===== config.mk =====
export PLATFORM = sky130hd
export DESIGN_NAME = tx_iod_train_gen
export DESIGN_NICKNAME = d
export VERILOG_FILES = /design/src/rtl/tx_iod_train_gen.sv
export SDC_FILE = /design/constraint.sdc
export NUM_CORES = 1
export LEC_CHECK = 0
export CAP_MARGIN = 40
export CORE_MARGIN = 2
export CORE_UTILIZATION = 51
export DETAILED_ROUTE_END_ITERATION = 10
export PLACE_DENSITY = 0.77
export SLEW_MARGIN = 20
export SYNTH_ARGS = -nofsm -noshare
export SYNTH_HDL_FRONTEND = slang
export SYNTH_SLANG_ARGS = --single-unit

===== constraint.sdc =====
create_clock -name SCLK -period 2.35 [get_ports SCLK]
set_input_delay 0.235 -clock SCLK [delete_from_list [all_inputs] [get_ports SCLK]]
set_output_delay 0.235 -clock SCLK [all_outputs]
set_load 0.05 [all_outputs]

===== src/rtl/tx_iod_train_gen.sv =====
// ---------------------------------------------------------------------------
// tx_iod_train_gen
//
// Link-training word generator for a TX IO-delay/serializer lane. After a
// training request it sends a fixed training word until the far-end aligner
// reports lock. It then passes payload words through, or the idle word when
// no payload is valid. If the aligner never locks, it parks in an error state
// that keeps sending the training word until training is requested again.
//
// Ports
//   SCLK          in   single clock, rising edge
//   RESET         in   synchronous, active-high reset
//   TRAIN_REQ     in   level request to (re)start training
//   RX_ALIGN_DONE in   far-end aligner lock, already synchronous to SCLK
//   TX_DATA_IN    in   [7:0] payload word, logical bit order
//   TX_VALID_IN   in   TX_DATA_IN valid
//   TX_READY      out  payload accepted this cycle (high only in DATA)
//   TX_DATA_OUT   out  [7:0] registered word to the serializer (wire order)
//   TRAINING      out  registered: state is TRAIN or WAIT_ALIGN
//   TRAIN_DONE    out  registered: state is DATA
//   TRAIN_ERR     out  registered: state is ERR
// ---------------------------------------------------------------------------
module tx_iod_train_gen #(
  parameter logic [7:0]  TRAIN_PATTERN   = 8'h0F,
  parameter logic [7:0]  IDLE_WORD       = 8'h00,
  parameter bit          REV_BITS        = 1'b1,
  parameter int unsigned MIN_TRAIN_WORDS = 256,
  parameter int unsigned ALIGN_TIMEOUT   = 4096
) (
  input  logic       SCLK,
  input  logic       RESET,
  input  logic       TRAIN_REQ,
  input  logic       RX_ALIGN_DONE,
  input  logic [7:0] TX_DATA_IN,
  input  logic       TX_VALID_IN,
  output logic       TX_READY,
  output logic [7:0] TX_DATA_OUT,
  output logic       TRAINING,
  output logic       TRAIN_DONE,
  output logic       TRAIN_ERR
);

  typedef enum logic [2:0] {
    S_IDLE,
    S_TRAIN,
    S_WAIT_ALIGN,
    S_DATA,
    S_ERR
  } state_e;

  localparam logic [15:0] TRAIN_LAST = 16'(MIN_TRAIN_WORDS - 1);
  localparam logic [15:0] ALIGN_LAST = 16'(ALIGN_TIMEOUT - 1);

  // Map a logical word onto serializer lanes: with REV_BITS set, lane i
  // carries logical bit 7-i.
  function automatic logic [7:0] wire_order(input logic [7:0] w);
    logic [7:0] r;
    for (int i = 0; i < 8; i++) begin
      r[i] = REV_BITS ? w[7-i] : w[i];
    end
    return r;
  endfunction

  state_e      state_q, state_d;
  logic [15:0] cnt_q, cnt_d;
  logic [7:0]  data_out_q, data_out_d;
  logic        training_q, training_d;
  logic        train_done_q, train_done_d;
  logic        train_err_q, train_err_d;
  logic [7:0]  word_sel;

  // -------------------------------------------------------------------------
  // State register (plus counter, output word and status flags)
  // -------------------------------------------------------------------------
  // NOTE: every flop here is assigned with <= so all registers update from
  // the same pre-edge values; a blocking = would let later lines see new ones.
  always_ff @(posedge SCLK) begin
    if (RESET) begin
      state_q      <= S_IDLE;
      cnt_q        <= '0;
      data_out_q   <= wire_order(IDLE_WORD);
      training_q   <= 1'b0;
      train_done_q <= 1'b0;
      train_err_q  <= 1'b0;
    end else begin
      state_q      <= state_d;
      cnt_q        <= cnt_d;
      data_out_q   <= data_out_d;
      training_q   <= training_d;
      train_done_q <= train_done_d;
      train_err_q  <= train_err_d;
    end
  end

  // -------------------------------------------------------------------------
  // Next-state and counter logic
  // -------------------------------------------------------------------------
  // NOTE: state_d gets a default before the case so no path leaves it
  // unassigned; otherwise always_comb would infer a latch.
  always_comb begin
    state_d = state_q;
    unique case (state_q)
      S_IDLE: begin
        if (TRAIN_REQ) state_d = S_TRAIN;
      end
      // Alignment is deliberately ignored until the minimum word count is out.
      S_TRAIN: begin
        if (cnt_q == TRAIN_LAST) state_d = S_WAIT_ALIGN;
      end
      // Lock is tested before the timeout so a lock on the last cycle wins.
      S_WAIT_ALIGN: begin
        if (TRAIN_REQ)               state_d = S_TRAIN;
        else if (RX_ALIGN_DONE)      state_d = S_DATA;
        else if (cnt_q == ALIGN_LAST) state_d = S_ERR;
      end
      S_DATA: begin
        if (TRAIN_REQ || !RX_ALIGN_DONE) state_d = S_TRAIN;
      end
      S_ERR: begin
        if (TRAIN_REQ) state_d = S_TRAIN;
      end
      default: state_d = S_IDLE;
    endcase

    // Counter restarts at 0 on every state entry and saturates at all-ones.
    cnt_d = cnt_q;
    if (state_d != state_q) begin
      cnt_d = '0;
    end else if ((state_q == S_TRAIN || state_q == S_WAIT_ALIGN) && cnt_q != 16'hFFFF) begin
      cnt_d = cnt_q + 16'd1;
    end
  end

  // -------------------------------------------------------------------------
  // Output logic
  // -------------------------------------------------------------------------
  always_comb begin
    unique case (state_q)
      S_IDLE:  word_sel = IDLE_WORD;
      S_DATA:  word_sel = TX_VALID_IN ? TX_DATA_IN : IDLE_WORD;
      default: word_sel = TRAIN_PATTERN;
    endcase
    data_out_d = wire_order(word_sel);

    // Flags are decoded from the next state, so the registered copies track
    // the current state cycle for cycle and line up with TX_READY.
    training_d   = (state_d == S_TRAIN) || (state_d == S_WAIT_ALIGN);
    train_done_d = (state_d == S_DATA);
    train_err_d  = (state_d == S_ERR);
  end

  assign TX_READY    = (state_q == S_DATA);
  assign TX_DATA_OUT = data_out_q;
  assign TRAINING    = training_q;
  assign TRAIN_DONE  = train_done_q;
  assign TRAIN_ERR   = train_err_q;

endmodule


==> impl_metrics.yaml, run 1 <==
finish:
  finalNonFillerCells: 226
  layout_commonest_cell: "nor2_1"
  layout_common_cells: "nor2_1 (38), dfxtp_1 (30), clkdlybuf4s50_1 (23), xor2_1 (14), nand3_1 (10)"
  antenna_cells: 0
  area_delta_synth_final_pct: 20.8
  num-nets-final: 209
  drive_above_1_share_pct: 7.69
  design_area_um2: 1730
die:
  start_util_pct: 52.9
  ioPinCount: 25
  fp-row-count: 19
  dieArea_um2: 3250
  fp.coreArea_um2: 2710
  die_w_um: 57
  die-height_um: 57
synth:
  ys.warnings.count: 0
  syn_avg_cell_area_um2: 8.53
  synthCells: 168
  syn-cell-area_um2: 1430
  ys_ff_latch: 30
  ys_seq_area_share_pct: 41.9
  syn_nets: 182
  synth.distinct_cells: 37
setup_path:
  required_ps: 2560
  slowest_delay_ps: 800
  critical_path_buf_inv_count: 0
  criticalPathCategory: "flip-flop to flip-flop"
  startpoint: "cnt_q[0]$_SDFFE_PP0P_"
  critPathCaptureType: "flip-flop"
  slowest_stage: "or4_1"
  cp_top_family: "simple AND/OR/NAND/NOR gates"
  crit_fanout: 16
  crit-reg2reg-launch: "cnt_q[0]$_SDFFE_PP0P_"
  path_cells: "ha_1 > nand3_1 > or4_1 > nand4_1 > xor2_1 > nor2_1"
  startpoint_type: "flip-flop"
  arrival_ps: 2350
global_route:
  gr-usage-met1_pct: 24.1
  first_global_vias: 1148
  antenna_found_initial: 0
  grtUsageTotal_pct: 21.0
  grt_max_degree: 17
  overflow: 0
  grt_pass1_wl_um: 5110
  busiest_layer: "met2"
  use_met2_pct: 34.0
  grt_use_met3_pct: 4.99
detailed_routing:
  drt_wl_total_um: 3100
  drtIter0Drc: 34
  vias: 1267
  wl_per_cell_um: 13.7
  ant_nets: 0
  viasPerCell: 5.61
  drc: 0
  dr.pass1.iters: 4
placement:
  portBuffers: 24
  place_area_um2: 1680
  pre_cts_ws_ps: 279
  place_congestion: 0.796
  dpl.hpwl_um: 2190
  dpl.cell_count: 219
pwr:
  p_clk_share_pct: 30.8
  p_total_uw: 885
  p_switching_uw: 216
  ir_worst_vdd_mv: 0.473
  p_int_uw: 669
  power.density_nw_per_um2: 512
  switching_share_pct: 24.4
  seq_power_share_pct: 58.7
  p_leak_uw: 0.000669
  power.share.combinational_pct: 10.5
cts:
  cts_setup_buffers: 0
  cts_inserted_buffers: 5
  path_clk_slew_ps: 80
  clock_path_buffers: 2
  cts_tree: "built"
  clockRootBuffer: "clkbuf_4"
  htreeDepth: 2
  clock_sinks: 30
  cts_hold_buf: 0
  clkLatencyLatePin_ps: 330
sta:
  finalHoldViolCount: 0
  finalSetupTns_ps: 0
  fin_ws_ps: 210
  rsz0062_at_grt: "no"
  fmax_ghz: 0.467
  max_slew_margin_pct: 57.9
  setup_viol: 0
  fin_crit_ps: 2140
  slew_violations: 0
  tightestPinTransition_ps: 629
  finalClockSkew_ps: 5.25
  fin_crit_sh_pct: 91.1
min_path:
  holdCritPathClass: "input port to flip-flop"
  min_from: "TX_DATA_IN[6]"
flow_run:
  drv_cap: 0
outcome:
  outcome: "finished, final reports clean"
==> cell usage after synthesis, drive strengths merged <==
cell type  count  area [µm²]
xnor2          2        17.5
o21a           2        15.0
clkbuf         2        7.51
nor2b          2        12.5
nor4           4        31.3
and3           5        31.3
and2b          1        7.51
nand4b         2        17.5
and4           1        8.76
nor3           4        20.0
and2           5        31.3
nand2          6        22.5
xor2          14         123
dfxtp         30         601
a211oi         1        7.51
o21ai          3        15.0
a21oi          8        40.0
nor3b          1        7.51
nand3         11        60.1
nand4         10        75.1
inv            2        7.51
buf            5        43.8
ha             1        12.5
nand2b         1        6.26
or4            2        15.0
a211o          1        17.5
nor2          39         149
o211a          1        10.0
or3            1        11.3
nor4b          1        8.76
==> cell type report <==
type | count | area, µm²
clock buffer | 7 | 45.0
multi-input combinational | 129 | 773
tap | 31 | 38.8
sequential | 30 | 601
inverter | 2 | 7.51
fill | 241 | 980
timing repair buffer | 27 | 265
==> kinds of logic after synthesis <==
group | after synthesis | synth area share [%]
and+or+nand+nor | 96 | 36.0
xor gates and xnor gates | 16 | 9.78
AOI/OAI and AO/OA | 16 | 7.34
DFF | 30 | 41.9
adders and majority gates | 1 | 0.873
buffers and inverters | 9 | 4.11
==> timing repair <==
action | in CTS | in global routing
resized for setup | 0 | 1
setup endpoints to repair | 0 | 1
hold endpoints to repair | 0 | 0
==> metrics by stage <==
step	utilization [%]	hold WS, ps
global route	63.9	465
finish	63.9	467
CTS	63.8	460
floorplan	-	314
global placement	62.1	467
detailed placement	62.1	477
==> registers in the layout, indices dropped and copies added (netlist names) <==
name	cells
TRAINING	1
cnt_q	16
state_q	3
TX_DATA_OUT	8
TRAIN_ERR	1
TRAIN_DONE	1
==> power groups by stage <==
| stage | clock, µW | sequential, µW | combinational, µW |
|---|---|---|---|
| floorplan | 0 | 548 | 38.5 |
| global route | 298 | 521 | 101 |
| global placement | 0 | 531 | 91.0 |
| detailed placement | 0 | 531 | 92.9 |
| finish | 273 | 519 | 93.2 |
| CTS | 283 | 520 | 93.9 |
==> worst paths after layout <==
check / to / slack [ps] / cells past startpoint
min: TX_DATA_OUT[1]$_SDFF_PP0_ / 470 / 2
min reg2reg: cnt_q[1]$_SDFFE_PP0P_ / 500 / 2
max: cnt_q[11]$_SDFFE_PP0P_ / 210 / 6
max reg2reg: cnt_q[11]$_SDFFE_PP0P_ / 210 / 6
==> worst reg2reg max path, stage by stage, from the launching register on <==
cell,delay (ps)
dfxtp_1,390
ha_1,260
nand3_1,130
or4_1,800
nand4_1,230
xor2_1,160
nor2_1,70
==> metal layers <==
metal  wire length (µm)  part of all wire (%)  vias to the layer above
met5                  0                     0                        -
met4                139                   4.5                        0
met3                172                   5.6                       13
met2               1490                    48                       39
met1               1290                    42                      577
li1                   -                     -                      638
Note: power is estimated with default switching activity, not from simulation.
==> inputs of run 2 (changes only) <==
- HOLD_SLACK_MARGIN: unset -> 0.12
- PLACE_DENSITY: 0.77 -> unset
- PLACE_DENSITY_LB_ADDON: unset -> 0.05
==> impl_metrics.yaml, run 2 (synthesis results as in run 1) <==
detailed_routing:
  drt_wl_total_um: 2920
  ant_nets: 0
  wl_per_cell_um: 13.0
  vias: 1255
  dr.pass1.iters: 4
  viasPerCell: 5.58
  drtIter0Drc: 41
  drc: 0
sta:
  fin_crit_sh_pct: 95.9
  max_slew_margin_pct: 59.9
  fmax_ghz: 0.444
  finalHoldViolCount: 0
  slew_violations: 0
  setup_viol: 0
  finalClockSkew_ps: 4.23
  rsz0062_at_grt: "no"
  tightestPinTransition_ps: 599
  fin_crit_ps: 2250
  finalSetupTns_ps: 0
setup_path:
  slowest_delay_ps: 810
  slowest_stage: "clkdlybuf4s50_1"
  arrival_ps: 2020
  criticalPathCategory: "flip-flop to output port"
  r2r_slack_ps: 230
  rr_worst_depth: 6
  cp_top_family: "buffers and inverters"
  path_cells: "nand2_1 > nor2_1 > clkdlybuf4s50_1"
  startpoint_type: "flip-flop"
  critPathCaptureType: "output port"
  crit_fanout: 11
  crit-reg2reg-launch: "cnt_q[0]$_SDFFE_PP0P_"
  rr_endpoint: "cnt_q[5]$_SDFFE_PP0P_"
  critical_path_buf_inv_count: 1
  required_ps: 2120
cts:
  cts_resized: 0
  htreeDepth: 2
  cts_hold_buf: 0
  cts_inserted_buffers: 5
  clock_sinks: 30
  clockRootBuffer: "clkbuf_4"
  clkLatencyLatePin_ps: 330
  cts_setup_buffers: 0
  clock_path_buffers: 2
  path_clk_slew_ps: 90
  cts_tree: "built"
die:
  fp-row-count: 19
  start_util_pct: 52.9
  fp.coreArea_um2: 2710
  die-height_um: 57
  dieArea_um2: 3250
  die_w_um: 57
  ioPinCount: 25
finish:
  drive_above_1_share_pct: 8.25
  antenna_cells: 0
  n_fill_cell: 243
  layout_common_cells: "nor2_1 (38), dfxtp_1 (30), clkdlybuf4s50_1 (24), xor2_1 (14), nand3_1 (10)"
  layout_commonest_cell: "nor2_1"
  multi_input_area_um2: 773
  area_delta_synth_final_pct: 21.8
  finalNonFillerCells: 225
  fin_util_pct: 64.4
  top_register: "cnt_q"
  num-nets-final: 207
  largest_reg_flops: 16
  seqCellArea_um2: 601
pwr:
  power.density_nw_per_um2: 577
  p_leak_uw: 0.000659
  ir_worst_vdd_mv: 0.541
global_route:
  antenna_found_initial: 0
  first_global_vias: 1143
  grtUsageTotal_pct: 19.8
  overflow: 0
  grt_pass1_wl_um: 4950
  grt_max_degree: 17
min_path:
  min_from: "TX_DATA_IN[7]"
  hold_depth: 2
  hold_end: "TX_DATA_OUT[0]$_SDFF_PP0_"
  holdCritPathClass: "input port to flip-flop"
placement:
  portBuffers: 24
  dpl.cell_count: 217
  dpl.hpwl_um: 2080
  place_congestion: 0.796
outcome:
  outcome: "finished, final reports clean"
flow_run:
  drv_cap: 0
run 2: how the worst max path moves through the flow:
stage | from | endpoint | slack (ps) | cells after the start
after floorplan | cnt_q[0]$_SDFFE_PP0P_ | cnt_q[13]$_SDFFE_PP0P_ | 540 | 8
after global placement | cnt_q[0]$_SDFFE_PP0P_ | cnt_q[9]$_SDFFE_PP0P_ | 350 | 6
after detailed placement | cnt_q[0]$_SDFFE_PP0P_ | cnt_q[5]$_SDFFE_PP0P_ | 290 | 6
after CTS | state_q[0]$_SDFF_PP0_ | TX_READY | 90 | 3
after global routing | state_q[0]$_SDFF_PP0_ | TX_READY | 5 | 3
final | state_q[0]$_SDFF_PP0_ | TX_READY | 100 | 3
run 2: layout make-up:
cell class	count	share of cell area, %
multi-input cells	129	44.3
flip-flops and latches	30	34.4
repair buffers	25	14.2
clock inverters	3	2.29
well taps	31	2.22
clock buffers	5	2.15
inverters	2	0.430
run 2: metal layers:
metal | vias up | part of all wire, % | GRT usage, %
li1 | 631 | - | -
met1 | 573 | 46 | 23.2
met2 | 43 | 46 | 32.3
met3 | 8 | 6.3 | 7.71
met4 | 0 | 1.8 | 8.31
met5 | - | 0 | 0
run 2: stage by stage:
step | area, µm² | hold slack (ps) | total power, µW | setup slack [ps]
final | 1750 | 460 | 1010 | 96.2
after global routing | 1750 | 454 | 1050 | 5.11
after CTS | 1750 | 456 | 1020 | 86.6
after detailed placement | 1670 | 475 | 622 | 293
after global placement | 1670 | 463 | 620 | 349
after floorplan | 1430 | 314 | 587 | 539
run 2: report_power, final:
group	internal (µW)	switching, µW
clock	220	177
combinational	39.3	48.3
sequential	516	6.53
total	775	232
==> inputs of run 3 (changes only) <==
- CTS_BUF_LIST: unset -> sky130_fd_sc_hd__clkbuf_16
==> impl_metrics.yaml, run 3 (synthesis results as in run 1) <==
global_route:
  overflow: 0
  grt_pass1_wl_um: 5080
  grtUsageTotal_pct: 20.4
  antenna_found_initial: 0
  first_global_vias: 1173
  grt_max_degree: 17
pwr:
  power.share.combinational_pct: 6.7
  p_switching_uw: 267
  p_leak_uw: 0.000698
  p_int_uw: 1050
  seq_power_share_pct: 39.8
  ir_worst_vdd_mv: 0.648
  switching_share_pct: 20.2
  p_clk_share_pct: 53.6
  power.density_nw_per_um2: 719
sta:
  tightestPinTransition_ps: 599
  finalClockSkew_ps: 4.75
  fin_crit_ps: 2170
  fin_crit_sh_pct: 92.6
  finalHoldViolCount: 0
  max_slew_margin_pct: 59.9
  slew_violations: 0
  fmax_ghz: 0.460
  setup_viol: 0
  finalSetupTns_ps: 0
  fin_ws_ps: 175
  rsz0062_at_grt: "no"
finish:
  antenna_cells: 0
  design_area_um2: 1830
  fin_util_pct: 67.6
  largest_reg_flops: 16
  top_register: "cnt_q"
  layout_commonest_cell: "nor2_1"
  num-nets-final: 207
  drive_above_1_share_pct: 8.25
  multi_input_area_um2: 773
  n_fill_cell: 229
  seqCellArea_um2: 601
  layout_common_cells: "nor2_1 (38), dfxtp_1 (30), clkdlybuf4s50_1 (24), xor2_1 (14), nand3_1 (10)"
  area_delta_synth_final_pct: 27.9
cts:
  cts_inserted_buffers: 5
  clkLatencyLatePin_ps: 270
  htreeDepth: 2
  clock_sinks: 30
  cts_tree: "built"
  cts_resized: 0
  clockRootBuffer: "clkbuf_16"
  cts_hold_buf: 0
  path_clk_slew_ps: 50
  cts_setup_buffers: 0
  clock_path_buffers: 2
detailed_routing:
  vias: 1265
  viasPerCell: 5.62
  ant_nets: 0
  drt_wl_total_um: 2990
  drtIter0Drc: 27
  dr.pass1.iters: 4
  wl_per_cell_um: 13.3
  drc: 0
outcome:
  outcome: "finished, final reports clean"
placement:
  pre_cts_ws_ps: 293
  place_area_um2: 1670
  dpl.hpwl_um: 2080
  portBuffers: 24
  place_congestion: 0.796
setup_path:
  rr_endpoint: "cnt_q[5]$_SDFFE_PP0P_"
  required_ps: 2120
  criticalPathCategory: "flip-flop to output port"
  r2r_slack_ps: 190
  crit_fanout: 11
  critPathCaptureType: "output port"
  arrival_ps: 1940
  crit-reg2reg-launch: "cnt_q[0]$_SDFFE_PP0P_"
  startpoint_type: "flip-flop"
  rr_worst_depth: 6
min_path:
  hold_end: "cnt_q[1]$_SDFFE_PP0P_"
  min_from: "cnt_q[1]$_SDFFE_PP0P_"
  hold_depth: 2
  holdCritPathClass: "flip-flop to flip-flop"
die:
  fp-row-count: 19
  fp.coreArea_um2: 2710
  start_util_pct: 52.9
  dieArea_um2: 3250
  die_w_um: 57
  ioPinCount: 25
  die-height_um: 57
flow_run:
  drv_cap: 0
==> run 3: cell count changes in the layout (fill, tap and decap cells not counted) <==
cell,previous run,this run
clkbuf_16,0,5
clkbuf_4,5,0
==> run 3: power groups by stage <==
stage / sequential (µW) / clock [µW] / combinational [µW]
2_1_floorplan: 548 / 0 / 38.5
3_5_place_dp: 534 / 0 / 87.7
4_1_cts: 524 / 720 / 88.4
6_report: 524 / 706 / 87.6
3_3_place_gp: 534 / 0 / 86.1
5_1_grt: 525 / 740 / 95.3
==> run 3: stage by stage <==
stage	hold WS [ps]	power [µW]	std cells
final	480	1320	225
after CTS	482	1330	225
after global placement	463	620	217
after global routing	509	1360	225
after floorplan	314	587	168
after detailed placement	475	622	217
==> run 3: critical path, cell delays in order, from the launching register on <==
cell	delay (ps)
dfxtp_1	530
nand2_1	200
nor2_1	130
clkdlybuf4s50_1	810
==> run 3: layout make-up <==
class	count	share of cell area [%]
clock buffers	5	6.83
clock inverters	3	2.18
inverters	2	0.410
multi-input cells	129	42.2
flip-flops and latches	30	32.8
well taps	31	2.12
repair buffers	25	13.5
==> run 3: worst max-delay path by stage <==
stage / startpoint / end / slack, ps / depth (start not counted)
floorplan: cnt_q[0]$_SDFFE_PP0P_ / cnt_q[13]$_SDFFE_PP0P_ / 540 / 8
global route: cnt_q[0]$_SDFFE_PP0P_ / cnt_q[14]$_SDFFE_PP0P_ / 30 / 6
global placement: cnt_q[0]$_SDFFE_PP0P_ / cnt_q[9]$_SDFFE_PP0P_ / 350 / 6
detailed placement: cnt_q[0]$_SDFFE_PP0P_ / cnt_q[5]$_SDFFE_PP0P_ / 290 / 6
CTS: state_q[0]$_SDFF_PP0_ / TX_READY / 170 / 3
finish: state_q[0]$_SDFF_PP0_ / TX_READY / 180 / 3
==> run 3: metal layers <==
| layer | vias up | part of all wire (%) | GRT usage, % |
|---|---|---|---|
| li1 | 630 | - | - |
| met1 | 578 | 44 | 22.9 |
| met2 | 46 | 47 | 32.8 |
| met3 | 11 | 6.4 | 7.26 |
| met4 | 0 | 3.3 | 12.6 |
| met5 | - | 0 | 0 |
